===== src/rtl/imem_loader_pkg.sv =====
// Shared types and constants for the instruction-memory loader.
// Optional feature macro: LOADER_CHECKSUM_EN (enables the trailing checksum byte).
package imem_loader_pkg;

   typedef enum logic [2:0] {
      IDLE  = 3'd0,
      RECV  = 3'd1,
      WRITE = 3'd2,
      CHECK = 3'd3,
      DONE  = 3'd4
   } state_t;

   localparam int unsigned WORD_BYTES = 4;
   localparam int unsigned BYTE_BITS  = 8;

   // Byte lanes in arrival order: the first byte lands in lane 3 ([31:24]).
   localparam int unsigned LANE_FIRST = WORD_BYTES - 1;
   localparam int unsigned LANE_LAST  = 0;

   // Byte-counter value at which the incoming byte completes a word.
   localparam logic [1:0] LAST_BYTE_CNT = 2'(WORD_BYTES - 1);

   // Byte address of a word index relative to a base.
   function automatic logic [31:0] word_addr(input logic [31:0] base, input logic [31:0] idx);
      return base + (idx << 2);
   endfunction

endpackage


===== src/rtl/imem_byte_packer.sv =====
// Big-endian byte-to-word packer: 2-bit byte counter, shift register of the
// earlier bytes, and a word_full pulse on the byte that completes a word.
module imem_byte_packer
   import imem_loader_pkg::*;
(
   input  logic        clk,
   input  logic        rst,
   input  logic        clear,
   input  logic        accept,
   input  logic [7:0]  din,
   output logic [31:0] word_next,
   output logic        word_full
);

   logic [1:0]                       cnt;
   logic [LANE_FIRST*BYTE_BITS-1:0]  sreg;

   // Present the word as it will be once the current byte is taken.
   always_comb begin
      word_next = '0;
      word_next[31:BYTE_BITS] = sreg;
      word_next[LANE_LAST*BYTE_BITS +: BYTE_BITS] = din;
   end

   assign word_full = accept && (cnt == LAST_BYTE_CNT);

   // Count accepted bytes and shift earlier ones toward the high lanes.
   always_ff @(posedge clk or posedge rst) begin
      if (rst) begin
         cnt  <= '0;
         sreg <= '0;
      end else if (clear) begin
         cnt  <= '0;
         sreg <= '0;
      end else if (accept) begin
         cnt  <= cnt + 2'd1;
         sreg <= {sreg[(LANE_FIRST-1)*BYTE_BITS-1:0], din};
      end
   end

endmodule


===== src/rtl/imem_loader.sv =====
// Instruction-memory loader: receives a byte stream, packs big-endian words
// and writes them to consecutive (wrapping) word addresses while holding the
// fetch stage via busy. Optional feature macro: LOADER_CHECKSUM_EN.
module imem_loader
   import imem_loader_pkg::*;
#(
   parameter int unsigned DEPTH     = 1024,
   parameter logic [31:0] BASE_ADDR = 32'h0
) (
   input  logic        clk,
   input  logic        rst,
   input  logic        start,
   input  logic [10:0] word_count,
   input  logic        in_valid,
   input  logic [7:0]  in_data,
   output logic        in_ready,
   output logic        wr_en,
   output logic [31:0] wr_addr,
   output logic [31:0] wr_data,
   output logic        busy,
   output logic        done,
   output logic        err
);

   localparam int unsigned PTR_W = (DEPTH > 1) ? $clog2(DEPTH) : 1;

   state_t             state;
   logic [10:0]        count;
   logic [10:0]        index;
   logic [PTR_W-1:0]   ptr;
   logic [31:0]        word_next;
   logic               word_full;
   logic               accept;

   // Payload bytes only; the checksum byte in CHECK never enters the packer.
   assign accept = in_valid && in_ready && (state == RECV);

   imem_byte_packer u_packer (
      .clk       (clk),
      .rst       (rst),
      .clear     (state == IDLE),
      .accept    (accept),
      .din       (in_data),
      .word_next (word_next),
      .word_full (word_full)
   );

   // Loader FSM with registered handshake, write and status outputs.
   always_ff @(posedge clk or posedge rst) begin
      if (rst) begin
         state    <= IDLE;
         count    <= '0;
         index    <= '0;
         ptr      <= '0;
         busy     <= 1'b0;
         done     <= 1'b0;
         wr_en    <= 1'b0;
         in_ready <= 1'b0;
         wr_addr  <= '0;
         wr_data  <= '0;
      end else begin
         done  <= 1'b0;
         wr_en <= 1'b0;
         unique case (state)
            IDLE: begin
               if (start) begin
                  count <= word_count;
                  index <= '0;
                  ptr   <= '0;
                  busy  <= 1'b1;
                  if (word_count == 11'd0) begin
                     state <= DONE;
                     done  <= 1'b1;
                  end else begin
                     state    <= RECV;
                     in_ready <= 1'b1;
                  end
               end
            end
            RECV: begin
               if (word_full) begin
                  state    <= WRITE;
                  in_ready <= 1'b0;
                  wr_en    <= 1'b1;
                  wr_data  <= word_next;
                  wr_addr  <= word_addr(BASE_ADDR, 32'(ptr));
                  index    <= index + 11'd1;
                  ptr      <= (ptr == PTR_W'(DEPTH - 1)) ? '0 : ptr + 1'b1;
               end
            end
            WRITE: begin
               if (index != count) begin
                  state    <= RECV;
                  in_ready <= 1'b1;
               end else begin
`ifdef LOADER_CHECKSUM_EN
                  state    <= CHECK;
                  in_ready <= 1'b1;
`else
                  state    <= DONE;
                  done     <= 1'b1;
`endif
               end
            end
`ifdef LOADER_CHECKSUM_EN
            CHECK: begin
               if (in_valid && in_ready) begin
                  state    <= DONE;
                  in_ready <= 1'b0;
                  done     <= 1'b1;
               end
            end
`endif
            DONE: begin
               state <= IDLE;
               busy  <= 1'b0;
            end
            default: begin
               state    <= IDLE;
               busy     <= 1'b0;
               in_ready <= 1'b0;
            end
         endcase
      end
   end

`ifdef LOADER_CHECKSUM_EN
   logic [7:0] sum;

   // Running sum of payload bytes; err latches the checksum verdict until the next load.
   always_ff @(posedge clk or posedge rst) begin
      if (rst) begin
         sum <= '0;
         err <= 1'b0;
      end else if (state == IDLE && start) begin
         sum <= '0;
         err <= 1'b0;
      end else if (accept) begin
         sum <= sum + in_data;
      end else if (state == CHECK && in_valid && in_ready) begin
         err <= (in_data != sum);
      end
   end
`else
   assign err = 1'b0;
`endif

endmodule


===== config.mk =====
export PLATFORM = sky130hd
export DESIGN_NAME = imem_loader
export DESIGN_NICKNAME = d
export VERILOG_FILES = /design/src/rtl/imem_loader_pkg.sv /design/src/rtl/imem_byte_packer.sv /design/src/rtl/imem_loader.sv
export SDC_FILE = /design/constraint.sdc
export NUM_CORES = 1
export LEC_CHECK = 0
export BUFFER_PORTS_ARGS = -buffer_cell sky130_fd_sc_hd__buf_4
export CAP_MARGIN = 20
export CORE_ASPECT_RATIO = 1.5
export CORE_MARGIN = 5
export CORE_UTILIZATION = 60
export CTS_BUF_LIST = sky130_fd_sc_hd__clkbuf_8
export DETAILED_ROUTE_END_ITERATION = 8
export GPL_TIMING_DRIVEN = 0
export PLACE_DENSITY = 0.92
export RECOVER_POWER = 50
export SYNTH_ARGS = -nofsm -noshare
export SYNTH_HDL_FRONTEND = slang
export SYNTH_SLANG_ARGS = --single-unit
export TNS_END_PERCENT = 100

===== constraint.sdc =====
create_clock -name clk -period 5.95 [get_ports clk]
set_input_delay 0.595 -clock clk [delete_from_list [all_inputs] [get_ports clk]]
set_output_delay 0.595 -clock clk [all_outputs]
set_load 0.005 [all_outputs]

### Yosys cells after proc, flatten, opt, wreduce, memory -nomap -nowiden

Cells that the tools add are included.

* eq/ne operators: 10
* bitwise gates (word level): 2
* magnitude comparators: 0
* shift operators: 0
* reduce and logical (&&, ||, !) cells: 14
* multipliers: 0
* div/mod/pow operators: 0
* $add $sub $neg: 3
* mux-type cells: 29

Operator list (number)
* 24-bit two-way mux: 2
* 10-bit two-way mux: 3
* 11-bit two-way mux: 2
* 11-bit one-hot mux with 2 select lines: 1
* 10-bit one-hot mux with 2 select lines: 1
* 3-bit two-way mux: 4
* 11-bit by 1-bit adder with 11-bit output, second input constant: 1
* 11-bit zero test: 1
* 11-bit inequality test: 1
* 10-bit by 1-bit adder with 10-bit output, second input constant: 1
* 10-bit == test, second input constant: 1
* 1-bit two-way mux: 10
* 3-bit one-hot mux with 3 select lines: 1
* 2-bit AND reduction: 4
* 2-bit inequality test, second input constant: 3
* 5-bit AND reduction: 1
* 2-bit two-way mux: 2
* 1-bit one-hot mux with 2 select lines: 2
* 1-bit one-hot mux with 4 select lines: 1
* 2-bit nonzero test: 2
* 3-bit by 1-bit == test with 1-bit output, second input constant: 1
* 3-bit by 2-bit == test with 1-bit output, second input constant: 1
* 3-bit == test, second input constant: 1
* 1-bit logical AND: 3
* other kinds (7): 8

* register bits: 107
* memories kept: 0
* latch bits: 0
* memory bits (read-only): 0
* input port bits: 23
* word-level logic and storage cells: 70
* RAM bits: 0
* output and inout port bits: 69

### Logic depth before layout (Yosys ltp)

* word-level depth: 5
* depth in mapped cells: 8

### Cells and area by module

Synthesis repeated with hierarchy kept, for this count alone.

* cell total of the unflattened synthesis: 385
* area, all modules: 4929.7 sq um

Modules (own cells, without submodules)
* imem_loader: instances 1, cells an instance 290, sequential area each 2026.9 sq um, area an instance 3771.1 sq um
* imem_byte_packer: instances 1, cells an instance 95, sequential area each 650.6 sq um, area an instance 1158.6 sq um

### Least setup slack after synthesis

No wires, ideal clock.

* path type: input to register
* start point: input in_valid
* end point: register index[5]
* slack: 4.047 ns
* arrival: 1.781 ns
* stages on the path: 6
* data required time: 5.829 ns
* cells stage by stage: nand3_1 a2111o_1 buf_2 nor3_1 xnor2_1 nor2_1

* longest elaborated chain between the ends: 5

Ends and longest elaborated chain
* from (decl): line imem_loader.sv:14 `input logic in_valid,`
* 1-bit logical AND (2 in series): line imem_loader.sv:36 `assign accept = in_valid && in_ready && (state == RECV);`
* 1-bit logical AND: line imem_byte_packer.sv:25 `assign word_full = accept && (cnt == LAST_BYTE_CNT);`
* 2-bit by 1-bit inequality test with 1-bit output (no line)
* 3-bit AND reduction (no line)
* to (signal assigned): line imem_loader.sv:87 `index <= index + 11'd1;`
* to (decl): line imem_loader.sv:29 `logic [10:0] index;`

Every way passes these cells.
A chain may end at the register's enable or synchronous reset.

### Final worst setup path

* start point: register u_packer.cnt[0]
* end point: register index[10]

* longest elaborated chain between the ends: 4

Ends and longest elaborated chain
* from (decl): line imem_byte_packer.sv:15 `logic [1:0] cnt;`
* from (signal assigned): line imem_byte_packer.sv:36 `cnt <= cnt + 2'd1;`
* 2-bit == test: line imem_byte_packer.sv:25
* 1-bit logical AND: line imem_byte_packer.sv:25
* 2-bit by 1-bit inequality test with 1-bit output (no line)
* 3-bit AND reduction (no line)

Every way passes these cells.

==> results.toml <==
[worst_setup_path]
path_delay_family = "simple AND/OR/NAND/NOR gates"
critPathBufInv = 0
worstSetupEndpointType = "flop"
start_kind = "flop"
worstPathRequired_ns = 6.22
cp.arrival_ns = 2.41
worstSetupPathType = "reg -> reg"
cp_slowest_cell = "a2111o_1"
path_cells = "ha_1 > nand3_1 > a2111o_1 > nor4_1 > xnor2_1 > nor2_1"
r2r_slack_ns = 3.81
cpPeakStageDelay_ns = 0.56
path_max_fanout = 7

[timing]
fin_ws_ns = 3.81
setup_viol = 0
grt_setup_unrepaired = "no"
min_period_ns = 2.14
tns_ns = 0
slew_headroom_pct = -47.9
hold_violations = 0
skew_ns = 0.00963
fmax_ghz = 0.467
fin_worst_hold_slack_ns = 0.449
final.period_utilization_pct = 36.0
tightest_slew_ns = 2.21
drv_slew = 50

[clock_tree]
clk_pin_slew_worst_paths_ns = 0.10
cts_hold_buf = 0
cts_tree = "yes"
cts_resized = 0
h-tree-depth = 3
cts_setup_buffers = 0
clock_sinks = 107
cts-root-buf = "clkbuf_8"
cts_buffer_depth = 2
clk_latency_ns = 0.38
numCtsBuffers = 9

[logic_synthesis]
ys_warn_count = 0
syn-mean-instance-area_um2 = 11.0
yosys.area.top_type_share_pct = 57.1
synth_area_leaders = "dfrtp_1 57%, mux2_2 11%, nand2_1 7.4%, buf_4 4.2%, a21oi_1 2.8%"
ys_ff_latch = 107
ys_top_cells_by_count = "107 x dfrtp_1, 92 x nand2_1, 44 x mux2_2"
yosys.area.top_type = "dfrtp_1"
yosysMostFrequentCell = "dfrtp_1"
syn_inst = 425
yosysUniqueCellTypes = 37
ys.flop_type = "dfrtp_1"
ys_async_sr_fraction_pct = 100
seq_area_frac_synth_pct = 57.1
synth_area_mm2 = 0.00469
synth_edf_count = 0

[pwr]
leakagePower_nw = 2.89
power_density_mw_per_mm2 = 314
ir_drop_mv = 0.316

[placed_design]
hpwlAfterDp_um = 7460
place_congestion = 0.795
port_buffers = 68
pre_cts_ws_ns = 3.72

[floorplanning]
rows = 39
io_pins = 92
die_h_um = 118
start_util_pct = 61.6
dieArea_mm2 = 0.00972
core_region_area_mm2 = 0.00761
die_w_um = 82.2

[grt]
track_usage_pct = 23.3
grt_pass1_vias = 3659
grt_max_degree = 59
grt_util_met3_pct = 6.39
grt_pass1_wl_um = 17300
grt_use_met2_pct = 38.5
grt.busiest_layer = "met2"
use_met1_pct = 27.1
overflow = 0
antenna_found_initial = 0

[detailed_routing]
drtIter0Drc = 262
vias = 3428
via_per_inst = 5.41
routed_wl_um = 10300
dr.pass1.iters = 5
ant_nets = 0
drc_errors = 0
post_drt_wl_per_cell_um = 16.2

[final_layout]
fin_util_pct = 74.3
nNetsFinal = 553
final-seq-area_mm2 = 0.00268
syn_to_final_growth_pct = 20.6
diodes = 0
drive_above_1_share_pct = 32.1
multiInputGateArea_mm2 = 0.00180
num-fill-cells = 527

[worst_hold_path]
hold_path_class = "in -> reg"

[status]
status = "finished with violations"
failed_checks = "capacitance limit, slew limit"

[run]
cap_violations = 1
sequential cells by signal (all words and copies together) (netlist names):
register and flops:
wr_data 32, u_packer.sreg 24, count 11, index 11, ptr 10, wr_addr 10
state 3, u_packer.cnt 2, busy 1, done 1, in_ready 1, wr_en 1
layout by cell type, fill, tap and decap left out, types with 3 or more instances in the layout:
master	netlist	final
nand3_1	6	6
nand4_1	7	7
clkbuf_8	0	9
xnor2_1	13	13
mux2_2	44	44
conb_1	1	23
o21ai_0	3	3
buf_2	9	9
nor3_1	8	8
nor4_1	6	6
a21oi_1	26	26
xor2_1	14	14
nor2_1	20	20
dfrtp_1	107	107
inv_1	5	5
buf_4	26	71
ha_1	3	3
clkbuf_4	0	23
clkbuf_1	7	7
or3_1	3	3
nand2_1	92	92
and3_1	3	3
worst paths after layout:
check	to	start	cells after the start
worst max-delay path	index[10]	u_packer.cnt[0]	6
worst min-delay path	count[8]	word_count[8]	2
worst max register to register	index[10]	u_packer.cnt[0]	6
worst min register to register	wr_addr[9]	wr_addr[9]	2
max in group asynchronous	busy	rst	2
min in group asynchronous	wr_data[4]	rst	2
layout make-up:
class / count / area share, %
plain buffers: 42 / 4.71
multi-input cells: 292 / 31.9
inverters: 6 / 0.421
clock inverters: 7 / 1.64
flip-flops and latches: 107 / 47.4
repair buffers: 69 / 9.52
well taps: 102 / 2.26
clock buffers: 9 / 2.19
per-layer routing:
layer	vias to the layer above	routed length, um
li1	1592	-
met1	1676	3780
met2	125	5480
met3	35	634
met4	0	381
met5	-	0
through the flow:
stage / cell area (um^2) / instances / total power, mW
2_1_floorplan: 4770 / 447 / 1.16
3_3_place_gp: 5410 / 617 / 1.28
5_1_grt: 5650 / 634 / 1.87
6_report: 5650 / 634 / 1.78
3_5_place_dp: 5440 / 618 / 1.30
4_1_cts: 5650 / 634 / 1.78
where the power goes:
part / internal, mW / total, mW / switching [mW] / leakage (nW)
Sequential: 0.842 / 0.935 / 0.0926 / 1.45
Clock: 0.236 / 0.483 / 0.247 / 0.107
Combinational: 0.174 / 0.359 / 0.185 / 1.33
cell families after synthesis:
kind of cell,Yosys count,synth area share (%)
adder cells (fa/ha/maj),3,0.801
flip-flops,107,57.1
AO/OA/AOI/OAI,39,5.07
XOR/XNOR,27,5.05
buffers and inverters,48,6.17
other,1,0.0800
multiplexers,45,10.8
AND/OR/NAND/NOR,155,14.9
worst register-to-register path: cells and delay by family (launching register included):
family | cells | cell delay [ns]
AND/OR/NAND/NOR | 3 | 0.70
AO/OA/AOI/OAI | 1 | 0.56
flip-flops | 1 | 0.39
adder cells (fa/ha/maj) | 1 | 0.21
XOR/XNOR | 1 | 0.18
Power figures use the tool's default switching activity.
